$ cat src/rtl/ip_learn_requester.sv
// Look-up/insert initiator for the IP hash controller: issues look-ups, tracks fixed-latency
// responses and queues misses for write-back. Optional statistics counters: IP_LEARN_STATS_EN.
module ip_learn_requester #(
  parameter int IP_ADDR_W       = 32,
  parameter int LOOKUP_LAT      = 2,
  parameter int MISS_FIFO_DEPTH = 4,
  parameter int CNT_W           = 32
) (
  input  logic                 clk,
  input  logic                 rst,
  input  logic                 ip_valid_i,
  input  logic [IP_ADDR_W-1:0] ip_addr_i,
  output logic                 ip_ready_o,
  input  logic                 learn_en_i,
  output logic                 look_up_val_o,
  output logic                 insert_val_o,
  output logic [IP_ADDR_W-1:0] ip_addr_o,
  input  logic                 found_valid_i,
  input  logic                 found_i,
  output logic [CNT_W-1:0]     hit_cnt_o,
  output logic [CNT_W-1:0]     miss_cnt_o,
  output logic [CNT_W-1:0]     insert_cnt_o,
  output logic                 err_o
);

  localparam int PTR_W    = (MISS_FIFO_DEPTH > 1) ? $clog2(MISS_FIFO_DEPTH) : 1;
  localparam int CNT_FW   = $clog2(MISS_FIFO_DEPTH + 1);
  localparam int RECENT_N = LOOKUP_LAT + 1;
  localparam int GUARD_W  = $clog2(LOOKUP_LAT + 2);
  localparam logic [GUARD_W-1:0] GUARD_INIT = GUARD_W'(LOOKUP_LAT + 1);

  function automatic logic [PTR_W-1:0] ptr_inc(input logic [PTR_W-1:0] p);
    return (p == PTR_W'(MISS_FIFO_DEPTH - 1)) ? '0 : p + PTR_W'(1);
  endfunction

  // Request register
  logic                 look_up_val_q;
  logic                 insert_val_q;
  logic [IP_ADDR_W-1:0] addr_q;

  // Reset guard, in-flight tracker, miss FIFO and recent-insert history
  logic [GUARD_W-1:0]    guard_q, guard_d;
  logic [LOOKUP_LAT-1:0] trk_vld_q;
  logic [IP_ADDR_W-1:0]  trk_addr_q [LOOKUP_LAT];
  logic [MISS_FIFO_DEPTH-1:0] fifo_vld_q;
  logic [IP_ADDR_W-1:0]  fifo_mem_q [MISS_FIFO_DEPTH];
  logic [PTR_W-1:0]      wr_ptr_q, rd_ptr_q;
  logic [CNT_FW-1:0]     count_q, count_d;
  logic [RECENT_N-1:0]   recent_vld_q;
  logic [IP_ADDR_W-1:0]  recent_addr_q [RECENT_N];
  logic                  err_q;

  logic                 guard_done, fifo_empty, fifo_full;
  logic                 handshake, pop, push_req, push, dup;
  logic                 exp_vld, resp_ok, is_miss, err_set;
  logic [IP_ADDR_W-1:0] exp_addr, head_addr;

  assign guard_done = (guard_q == '0);
  assign fifo_empty = (count_q == '0);
  assign fifo_full  = (count_q == CNT_FW'(MISS_FIFO_DEPTH));
  assign head_addr  = fifo_mem_q[rd_ptr_q];

  // Ready depends only on flops so the parser never sees a valid->ready loop.
  assign ip_ready_o = fifo_empty && guard_done;
  assign handshake  = ip_valid_i && ip_ready_o;
  assign pop        = !fifo_empty;

  assign exp_vld  = trk_vld_q[LOOKUP_LAT-1];
  assign exp_addr = trk_addr_q[LOOKUP_LAT-1];
  assign resp_ok  = guard_done && exp_vld && found_valid_i;
  assign is_miss  = resp_ok && !found_i;

  // NOTE: every variable driven in always_comb gets a default first, so no latch is inferred.
  always_comb begin
    dup = 1'b0;
    for (int i = 0; i < MISS_FIFO_DEPTH; i++) begin
      if (fifo_vld_q[i] && (fifo_mem_q[i] == exp_addr)) dup = 1'b1;
    end
    for (int i = 0; i < RECENT_N; i++) begin
      if (recent_vld_q[i] && (recent_addr_q[i] == exp_addr)) dup = 1'b1;
    end
  end

  assign push_req = is_miss && learn_en_i && !dup;
  assign push     = push_req && !fifo_full;
  assign err_set  = (guard_done && ((found_valid_i && !exp_vld) || (exp_vld && !found_valid_i)))
                  || (push_req && fifo_full);

  always_comb begin
    count_d = count_q;
    case ({push, pop})
      2'b10:   count_d = count_q + CNT_FW'(1);
      2'b01:   count_d = count_q - CNT_FW'(1);
      default: count_d = count_q;
    endcase
  end

  assign guard_d = guard_done ? guard_q : guard_q - GUARD_W'(1);

  // NOTE: sequential state uses non-blocking assignments so every flop samples pre-edge values.
  always_ff @(posedge clk or posedge rst) begin
    if (rst) begin
      look_up_val_q <= 1'b0;
      insert_val_q  <= 1'b0;
      addr_q        <= '0;
    end else if (pop) begin
      look_up_val_q <= 1'b0;
      insert_val_q  <= 1'b1;
      addr_q        <= head_addr;
    end else if (handshake) begin
      look_up_val_q <= 1'b1;
      insert_val_q  <= 1'b0;
      addr_q        <= ip_addr_i;
    end else begin
      look_up_val_q <= 1'b0;
      insert_val_q  <= 1'b0;
    end
  end

  always_ff @(posedge clk or posedge rst) begin
    if (rst) begin
      guard_q      <= GUARD_INIT;
      trk_vld_q    <= '0;
      fifo_vld_q   <= '0;
      wr_ptr_q     <= '0;
      rd_ptr_q     <= '0;
      count_q      <= '0;
      recent_vld_q <= '0;
      err_q        <= 1'b0;
    end else begin
      guard_q      <= guard_d;
      count_q      <= count_d;
      err_q        <= err_q | err_set;
      trk_vld_q[0] <= look_up_val_q;
      for (int i = 1; i < LOOKUP_LAT; i++) trk_vld_q[i] <= trk_vld_q[i-1];
      if (push) begin
        fifo_vld_q[wr_ptr_q] <= 1'b1;
        wr_ptr_q             <= ptr_inc(wr_ptr_q);
      end
      if (pop) begin
        fifo_vld_q[rd_ptr_q] <= 1'b0;
        rd_ptr_q             <= ptr_inc(rd_ptr_q);
        recent_vld_q[0]      <= 1'b1;
        for (int i = 1; i < RECENT_N; i++) recent_vld_q[i] <= recent_vld_q[i-1];
      end
    end
  end

  // NOTE: address storage has no reset; the valid bits above qualify every entry.
  always_ff @(posedge clk) begin
    trk_addr_q[0] <= addr_q;
    for (int i = 1; i < LOOKUP_LAT; i++) trk_addr_q[i] <= trk_addr_q[i-1];
    if (push) fifo_mem_q[wr_ptr_q] <= exp_addr;
    if (pop) begin
      recent_addr_q[0] <= head_addr;
      for (int i = 1; i < RECENT_N; i++) recent_addr_q[i] <= recent_addr_q[i-1];
    end
  end

  assign look_up_val_o = look_up_val_q;
  assign insert_val_o  = insert_val_q;
  assign ip_addr_o     = addr_q;
  assign err_o         = err_q;

`ifdef IP_LEARN_STATS_EN
  logic [CNT_W-1:0] hit_cnt_q, miss_cnt_q, insert_cnt_q;
  logic             is_hit;

  assign is_hit = resp_ok && found_i;

  // Saturating counters: they stick at all-ones rather than wrap.
  always_ff @(posedge clk or posedge rst) begin
    if (rst) begin
      hit_cnt_q    <= '0;
      miss_cnt_q   <= '0;
      insert_cnt_q <= '0;
    end else begin
      if (is_hit && (hit_cnt_q != '1))     hit_cnt_q    <= hit_cnt_q + CNT_W'(1);
      if (is_miss && (miss_cnt_q != '1))   miss_cnt_q   <= miss_cnt_q + CNT_W'(1);
      if (pop && (insert_cnt_q != '1))     insert_cnt_q <= insert_cnt_q + CNT_W'(1);
    end
  end

  assign hit_cnt_o    = hit_cnt_q;
  assign miss_cnt_o   = miss_cnt_q;
  assign insert_cnt_o = insert_cnt_q;
`else
  assign hit_cnt_o    = '0;
  assign miss_cnt_o   = '0;
  assign insert_cnt_o = '0;
`endif

endmodule

$ cat config.mk
export PLATFORM = sky130hd
export DESIGN_NAME = ip_learn_requester
export DESIGN_NICKNAME = d
export VERILOG_FILES = /design/src/rtl/ip_learn_requester.sv
export SDC_FILE = /design/constraint.sdc
export NUM_CORES = 1
export LEC_CHECK = 0
export ABC_CLOCK_PERIOD_IN_PS = 14800
export BUFFER_PORTS_ARGS = -buffer_cell sky130_fd_sc_hd__clkbuf_2
export CAP_MARGIN = 10
export CORE_MARGIN = 2
export CORE_UTILIZATION = 45
export DETAILED_ROUTE_END_ITERATION = 6
export PLACE_DENSITY = 0.69
export SLEW_MARGIN = 20
export SYNTH_ARGS = -nofsm -noshare
export SYNTH_HDL_FRONTEND = slang
export SYNTH_SLANG_ARGS = --single-unit
$ cat constraint.sdc
create_clock -name clk -period 14.8 [get_ports clk]
set_input_delay 2.96 -clock clk [delete_from_list [all_inputs] [get_ports clk]]
set_output_delay 2.96 -clock clk [all_outputs]
set_load 0.01 [all_outputs]
Yosys cells after proc, flatten, opt, wreduce, memory -nomap -nowiden
Memories as Yosys holds them, arrays and structs flattened.
Cells that the tools add are included.
- bits in registers: 53
- bits in writable memories: 288
- input bits: 38
- output and inout bits: 132
- memories kept: 3
- memory list (name ; depth ; bits a word ; read ports ; clocked after Yosys merged registers in ; write ports ; RTL line ; source):
    fifo_mem_q ; 4 ; 32 ; 5 ; 0 ; 1 ; 46 ; logic [IP_ADDR_W-1:0] fifo_mem_q [MISS_FIFO_DEPTH];
    recent_addr_q ; 3 ; 32 ; 3 ; 0 ; 3 ; 50 ; logic [IP_ADDR_W-1:0] recent_addr_q [RECENT_N];
    trk_addr_q ; 2 ; 32 ; 2 ; 0 ; 2 ; 44 ; logic [IP_ADDR_W-1:0] trk_addr_q [LOOKUP_LAT];
- add/sub/neg operators: 5
- $lt $le $gt $ge: 4
- equal/unequal tests: 13
- mux-type cells: 23
- bitwise gates (word level): 4
- reduce and logical (&&, ||, !) cells: 32
- operator list (cell ; number):
    $eq A32 B32 Y1 ; 7
    $mux W32 ; 2
    $logic_and A1 B1 Y1 ; 21
    $mux W1 ; 14
    $mux W4 ; 2
    $eq A2 B2 Y1 const B ; 3
    $logic_not A1 Y1 ; 6
    $lt A2 B3 Y1 const B ; 2
    $pmux W3 S2 ; 1
    $add A2 B1 Y2 const B ; 2
    $and A4 B4 Y4 ; 1
    $demux W1 S2 ; 2
    $ge A2 B1 Y1 const B ; 2
    $mux W2 ; 2
    $not A4 Y4 ; 1
    $or A4 B4 Y4 ; 1
    $add A3 B1 Y3 const B ; 1
    $eq A3 B3 Y1 const B ; 1
    $logic_not A3 Y1 ; 1
    $sub A3 B1 Y3 const B ; 1
    $eq A2 B1 Y1 const B ; 1
    $logic_not A2 Y1 ; 1
    $logic_or A1 B1 Y1 ; 2
    $ne A2 B1 Y1 const B ; 1
    3 further kinds ; 3

Longest topological paths before layout
An unclocked memory read counts as a cell.
- depth in word-level cells: 16
- mapped depth: 11

Worst setup path before layout
No wires, ideal clock.
- kind: input -> register
- start point: in found_valid_i
- end point: mem fifo_mem_q[0][0] (enable)
- arrival: 5.818 ns
- data required time: 14.337 ns
- slack: 8.518 ns
- stages on the path: 4
- buffers on the path: 0
- cell sequence: nand2_1 nor3_1 nand4_4 nor3_1
- word-level cells in the longest chain between the ends: 7
- ends and longest elaborated chain (element ; RTL line ; source):
    start: declaration ; 18 ; input logic found_valid_i,
    $logic_and A1 B1 Y1 ; 70 ; assign resp_ok = guard_done && exp_vld && found_valid_i;
    $logic_and A1 B1 Y1 ; 71 ; assign is_miss = resp_ok && !found_i;
    $logic_and A1 B1 Y1 (2 in series) ; 84 ; assign push_req = is_miss && learn_en_i && !dup;
    $logic_and A1 B1 Y1 ; 85 ; assign push = push_req && !fifo_full;
    $mux W1 ; 153 ; if (push) fifo_mem_q[wr_ptr_q] <= exp_addr;
    $mux W1 (not written as such) ; 153 ;
    end: declaration ; 46 ;
Every way passes these cells.

Worst setup path in the final report
- start point: reg count_q[0]
- end point: out ip_ready_o
- word-level cells in the longest chain between the ends: 2
- ends and longest elaborated chain (element ; RTL line ; source):
    start: declaration ; 48 ; logic [CNT_FW-1:0] count_q, count_d;
    start signal: assignment ; 132 ; count_q <= count_d;
    $logic_not A3 Y1 ; 59 ; assign fifo_empty = (count_q == '0);
    $logic_and A1 B1 Y1 ; 64 ; assign ip_ready_o = fifo_empty && guard_done;
    end: declaration ; 13 ; output logic ip_ready_o,
Every way passes these cells.

==> impl_metrics.prom <==
# TYPE chip_impl_metric gauge
chip_impl_metric{name="n_antenna_cell",unit=""} 0
chip_impl_metric{name="fillers",unit=""} 2729
chip_impl_metric{name="clock_insertion_delay_worst_skew",unit="ps"} 550
chip_impl_info{name="netlist_top_cells_area",value="edfxtp_1 (46%), xor2_1 (9.8%), dfxtp_1 (8.7%), dfrtp_1 (8.7%), buf_4 (5.3%)"} 1
chip_impl_metric{name="cts_hold_bufs",unit=""} 0
chip_impl_metric{name="start_util",unit=""} 0.455
chip_impl_info{name="setup_repair_after_global_routing_missed_its_margin",value="no"} 1
chip_impl_info{name="post-synth-top-count-cell",value="edfxtp_1"} 1
chip_impl_metric{name="post-cts-setup-buffer-count",unit=""} 0
chip_impl_metric{name="detail_route.wirelength",unit="mm"} 32.0
chip_impl_metric{name="critPathMaxStageDelay",unit="ps"} 510
chip_impl_metric{name="grtUsageTotal",unit=""} 0.189
chip_impl_metric{name="sequential_element_share_of_the_synthesized_area",unit=""} 0.636
chip_impl_metric{name="async_reset_ff_frac",unit=""} 0.155
chip_impl_metric{name="critical_path_arrival",unit="ps"} 2240
chip_impl_metric{name="io_pins",unit=""} 170
chip_impl_metric{name="numPortBuffers",unit=""} 73
chip_impl_metric{name="final_net_count",unit=""} 1120
chip_impl_metric{name="layout_cell_share_with_drive_strength_beyond_1",unit=""} 0.172
chip_impl_info{name="reg2reg_from",value="trk_addr_q[0][63]$_DFF_P_"} 1
chip_impl_metric{name="mean_post_synth_cell_area",unit="um^2"} 14.6
chip_impl_info{name="path_class",value="reg2out"} 1
chip_impl_metric{name="gate_count_after_technology_mapping",unit=""} 1006
chip_impl_info{name="cts-root-buf",value="clkbuf_16"} 1
chip_impl_info{name="crit_path_cell_trace",value="nor2_1 -> inv_1 -> nor2_1 -> and2_1 -> clkbuf_2"} 1
chip_impl_metric{name="die-width",unit="um"} 185
chip_impl_metric{name="cellPowerDensity",unit="nW/um^2"} 226
chip_impl_metric{name="core",unit="um^2"} 32300
chip_impl_metric{name="overflow",unit=""} 0
chip_impl_metric{name="route.detailed.wl_per_inst",unit="um"} 20.8
chip_impl_metric{name="max_cap_violations",unit=""} 0
chip_impl_metric{name="final_number_of_max_transition_violations",unit=""} 0
chip_impl_info{name="hp-start",value="trk_addr_q[0][24]$_DFF_P_"} 1
chip_impl_metric{name="mappedNetlistArea",unit="um^2"} 14700
chip_impl_info{name="critPathLaunch",value="count_q[0]$_DFFE_PP0P_"} 1
chip_impl_metric{name="route.detailed.vias_per_inst",unit=""} 5.04
chip_impl_info{name="worst_path_max_delay_cell",value="nor2_1"} 1
chip_impl_metric{name="clock_transition_at_path_regs",unit="ps"} 60
chip_impl_metric{name="row_count",unit=""} 66
chip_impl_metric{name="grt_start_max_net_pins",unit=""} 54
chip_impl_info{name="post-synth-top-area-cell",value="edfxtp_1"} 1
chip_impl_metric{name="fp.dieH",unit="um"} 185
chip_impl_metric{name="dp_hpwl",unit="mm"} 23.0
chip_impl_info{name="end_point_of_the_most_critical_hold_path",value="trk_addr_q[0][56]$_DFF_P_"} 1
chip_impl_metric{name="met1Wirelength",unit="mm"} 13.2
chip_impl_metric{name="layout_min_cycle_time",unit="ps"} 5200
chip_impl_metric{name="setup_tns",unit="ps"} 0
chip_impl_metric{name="antenna_violating_nets_post_route",unit=""} 0
chip_impl_metric{name="floorplan.die_area",unit="um^2"} 34100
chip_impl_metric{name="power.leakage",unit="nW"} 6.07
chip_impl_metric{name="synth_top_cell_area_share",unit=""} 0.458
chip_impl_info{name="hold_path_class",value="reg2reg"} 1
chip_impl_info{name="status",value="finished, final reports clean"} 1
chip_impl_metric{name="finalHoldViolCount",unit=""} 0
chip_impl_metric{name="cts.htree.levels",unit=""} 1
chip_impl_info{name="ys.flop_type",value="edfxtp_1"} 1
chip_impl_metric{name="gates_resized_cts_repair",unit=""} 0
chip_impl_info{name="timing.rr.end",value="count_q[1]$_DFFE_PP0P_"} 1
chip_impl_metric{name="cts-buffers-inserted",unit=""} 31
chip_impl_metric{name="postSynthRegisterBits",unit=""} 341
chip_impl_metric{name="r2r.worst_path.cells",unit=""} 9
chip_impl_info{name="netlist_top_cells_count",value="edfxtp_1 (224), xor2_1 (164), buf_4 (103)"} 1
chip_impl_metric{name="via_count",unit=""} 7758
chip_impl_metric{name="initialDrtViolationCount",unit=""} 662
chip_impl_info{name="timing.critical_path.to_type",value="output port"} 1
chip_impl_metric{name="worst-slew-pin-transition",unit="ps"} 764
chip_impl_metric{name="global_route_wire_length_before_repair",unit="mm"} 47.1
chip_impl_metric{name="critPathRequiredTime",unit="ps"} 11840
chip_impl_metric{name="number_of_warning_messages_in_the_yosys_log",unit=""} 0
chip_impl_metric{name="routed_length_on_met3",unit="mm"} 2.03
chip_impl_metric{name="synth-edff-count",unit=""} 224
chip_impl_metric{name="area_delta_synth_final",unit="%"} 8.77
chip_impl_metric{name="wl_met2",unit="mm"} 15.7
chip_impl_metric{name="finClkSkew",unit="ps"} 10.4
chip_impl_metric{name="critical_path_peak_fanout",unit=""} 8
chip_impl_metric{name="max_slew_headroom_at_the_worst_pin",unit=""} 0.491
chip_impl_metric{name="placer_congestion_estimate",unit=""} 0.914
chip_impl_metric{name="final_routed_drc_violation_total",unit=""} 0
chip_impl_info{name="critical_path.most_common_cell",value="nor2_1"} 1
chip_impl_metric{name="drt_pre_antenna_iters",unit=""} 5
chip_impl_metric{name="cts_buffer_depth",unit=""} 3
chip_impl_metric{name="total_power",unit="mW"} 3.62
chip_impl_metric{name="clock-sinks",unit=""} 341
chip_impl_metric{name="worst-r2r-setup-slack",unit="ps"} 11060
chip_impl_info{name="maxUsedRoutingLayer",value="met4"} 1
chip_impl_metric{name="netlist-cell-type-count",unit=""} 44
chip_impl_metric{name="hold_path_depth",unit=""} 0
chip_impl_metric{name="vdd.ir_drop.worst",unit="mV"} 0.118
chip_impl_info{name="critical_path.startpoint_type",value="flip-flop"} 1
chip_impl_metric{name="grt_antenna_before_repair",unit=""} 0
chip_impl_metric{name="fmax",unit="MHz"} 192
chip_impl_metric{name="setup_viol_count_final",unit=""} 0
chip_impl_metric{name="finalCritPeriodShare",unit=""} 0.351
chip_impl_info{name="tritoncts",value="built"} 1
chip_impl_metric{name="via_count_of_the_first_global_routing_pass",unit=""} 7439
layout make-up:
| cell class | instances | area [um^2] | share of cell area |
|---|---|---|---|
| multi-input cells | 600 | 4570 | 0.286 |
| well taps | 442 | 553 | 0.0346 |
| inverters | 13 | 51.3 | 0.00321 |
| repair buffers | 85 | 455 | 0.0285 |
| flip-flops and latches | 341 | 9340 | 0.585 |
| clock buffers | 41 | 875 | 0.0548 |
| clock inverters | 17 | 126 | 0.00792 |
per-stage QoR:
stage | cells | setup WS [ps] | utilization | hold slack [ps] | area (um^2)
after floorplan | 1101 | 8520 | - | 310 | 15000
after global placement | 1481 | 9650 | 0.463 | 310 | 15000
after detailed placement | 1481 | 9570 | 0.463 | 312 | 15000
after CTS | 1539 | 9600 | 0.494 | 322 | 16000
after global routing | 1539 | 9440 | 0.494 | 328 | 16000
final | 1539 | 9600 | 0.494 | 324 | 16000
report_power, final:
group | leakage (nW) | total [mW] | internal (mW) | switching, mW
logic | 2.26 | 1.02 | 0.425 | 0.594
registers | 3.31 | 1.82 | 1.45 | 0.368
clock network | 0.499 | 0.777 | 0.435 | 0.343
total | 6.07 | 3.62 | 2.31 | 1.30
cell families after synthesis:
| kind of cell | Yosys count | synth area share |
|---|---|---|
| DFF | 341 | 0.636 |
| xor gates and xnor gates | 224 | 0.134 |
| and+or+nand+nor | 186 | 0.0657 |
| buffers and inverters | 160 | 0.0783 |
| AOI/OAI and AO/OA | 49 | 0.0251 |
| muxes | 35 | 0.0518 |
| adders and majority gates | 10 | 0.00904 |
| other | 1 | 0.000255 |
flip-flops by register name (all words and copies together) (netlist names):
name / cells
wr_ptr_q: 2
recent_vld_q: 3
trk_addr_q: 64
insert_val_o: 1
recent_addr_q: 96
look_up_val_o: 1
fifo_mem_q: 128
rd_ptr_q: 2
err_o: 1
fifo_vld_q: 4
ip_addr_o: 32
count_q: 3
trk_vld_q: 2
guard_q: 2
worst max-delay path: cells and delay by family, from the launching register on:
family        cells  cell delay [ps]
flops             1              420
simple gates      3             1030
buf+inv           2              240
cell usage in the layout, fill, tap and decap left out, drive strengths merged, types with 4 or more instances in the layout:
cell and instances:
edfxtp 224, nand3 12, a2bb2oi 4, clkbuf 114
nand2 79, clkinv 12, nand4 21, xor2 164
or3 7, a22oi 32, o21ai 4, mux4 32
nor3 12, nor4 37, dfrtp 51, dfxtp 64
nor2 12, conb 96, inv 16, buf 12
ha 9, xnor2 60
per-layer routing:
layer | vias up | GRT usage
met5 | - | 0
met4 | 0 | 0.0675
met3 | 52 | 0.0225
met2 | 338 | 0.315
met1 | 3842 | 0.258
li1 | 3526 | -
how the worst max path moves through the flow:
stage / to / cells past startpoint
after floorplan: fifo_mem_q[0][0]$_DFFE_PP_ / 4
after global placement: count_q[1]$_DFFE_PP0P_ / 8
after detailed placement: count_q[1]$_DFFE_PP0P_ / 8
after CTS: ip_ready_o / 5
after global routing: ip_ready_o / 5
final: ip_ready_o / 5
No activity file was read; power rests on OpenSTA's default activity.
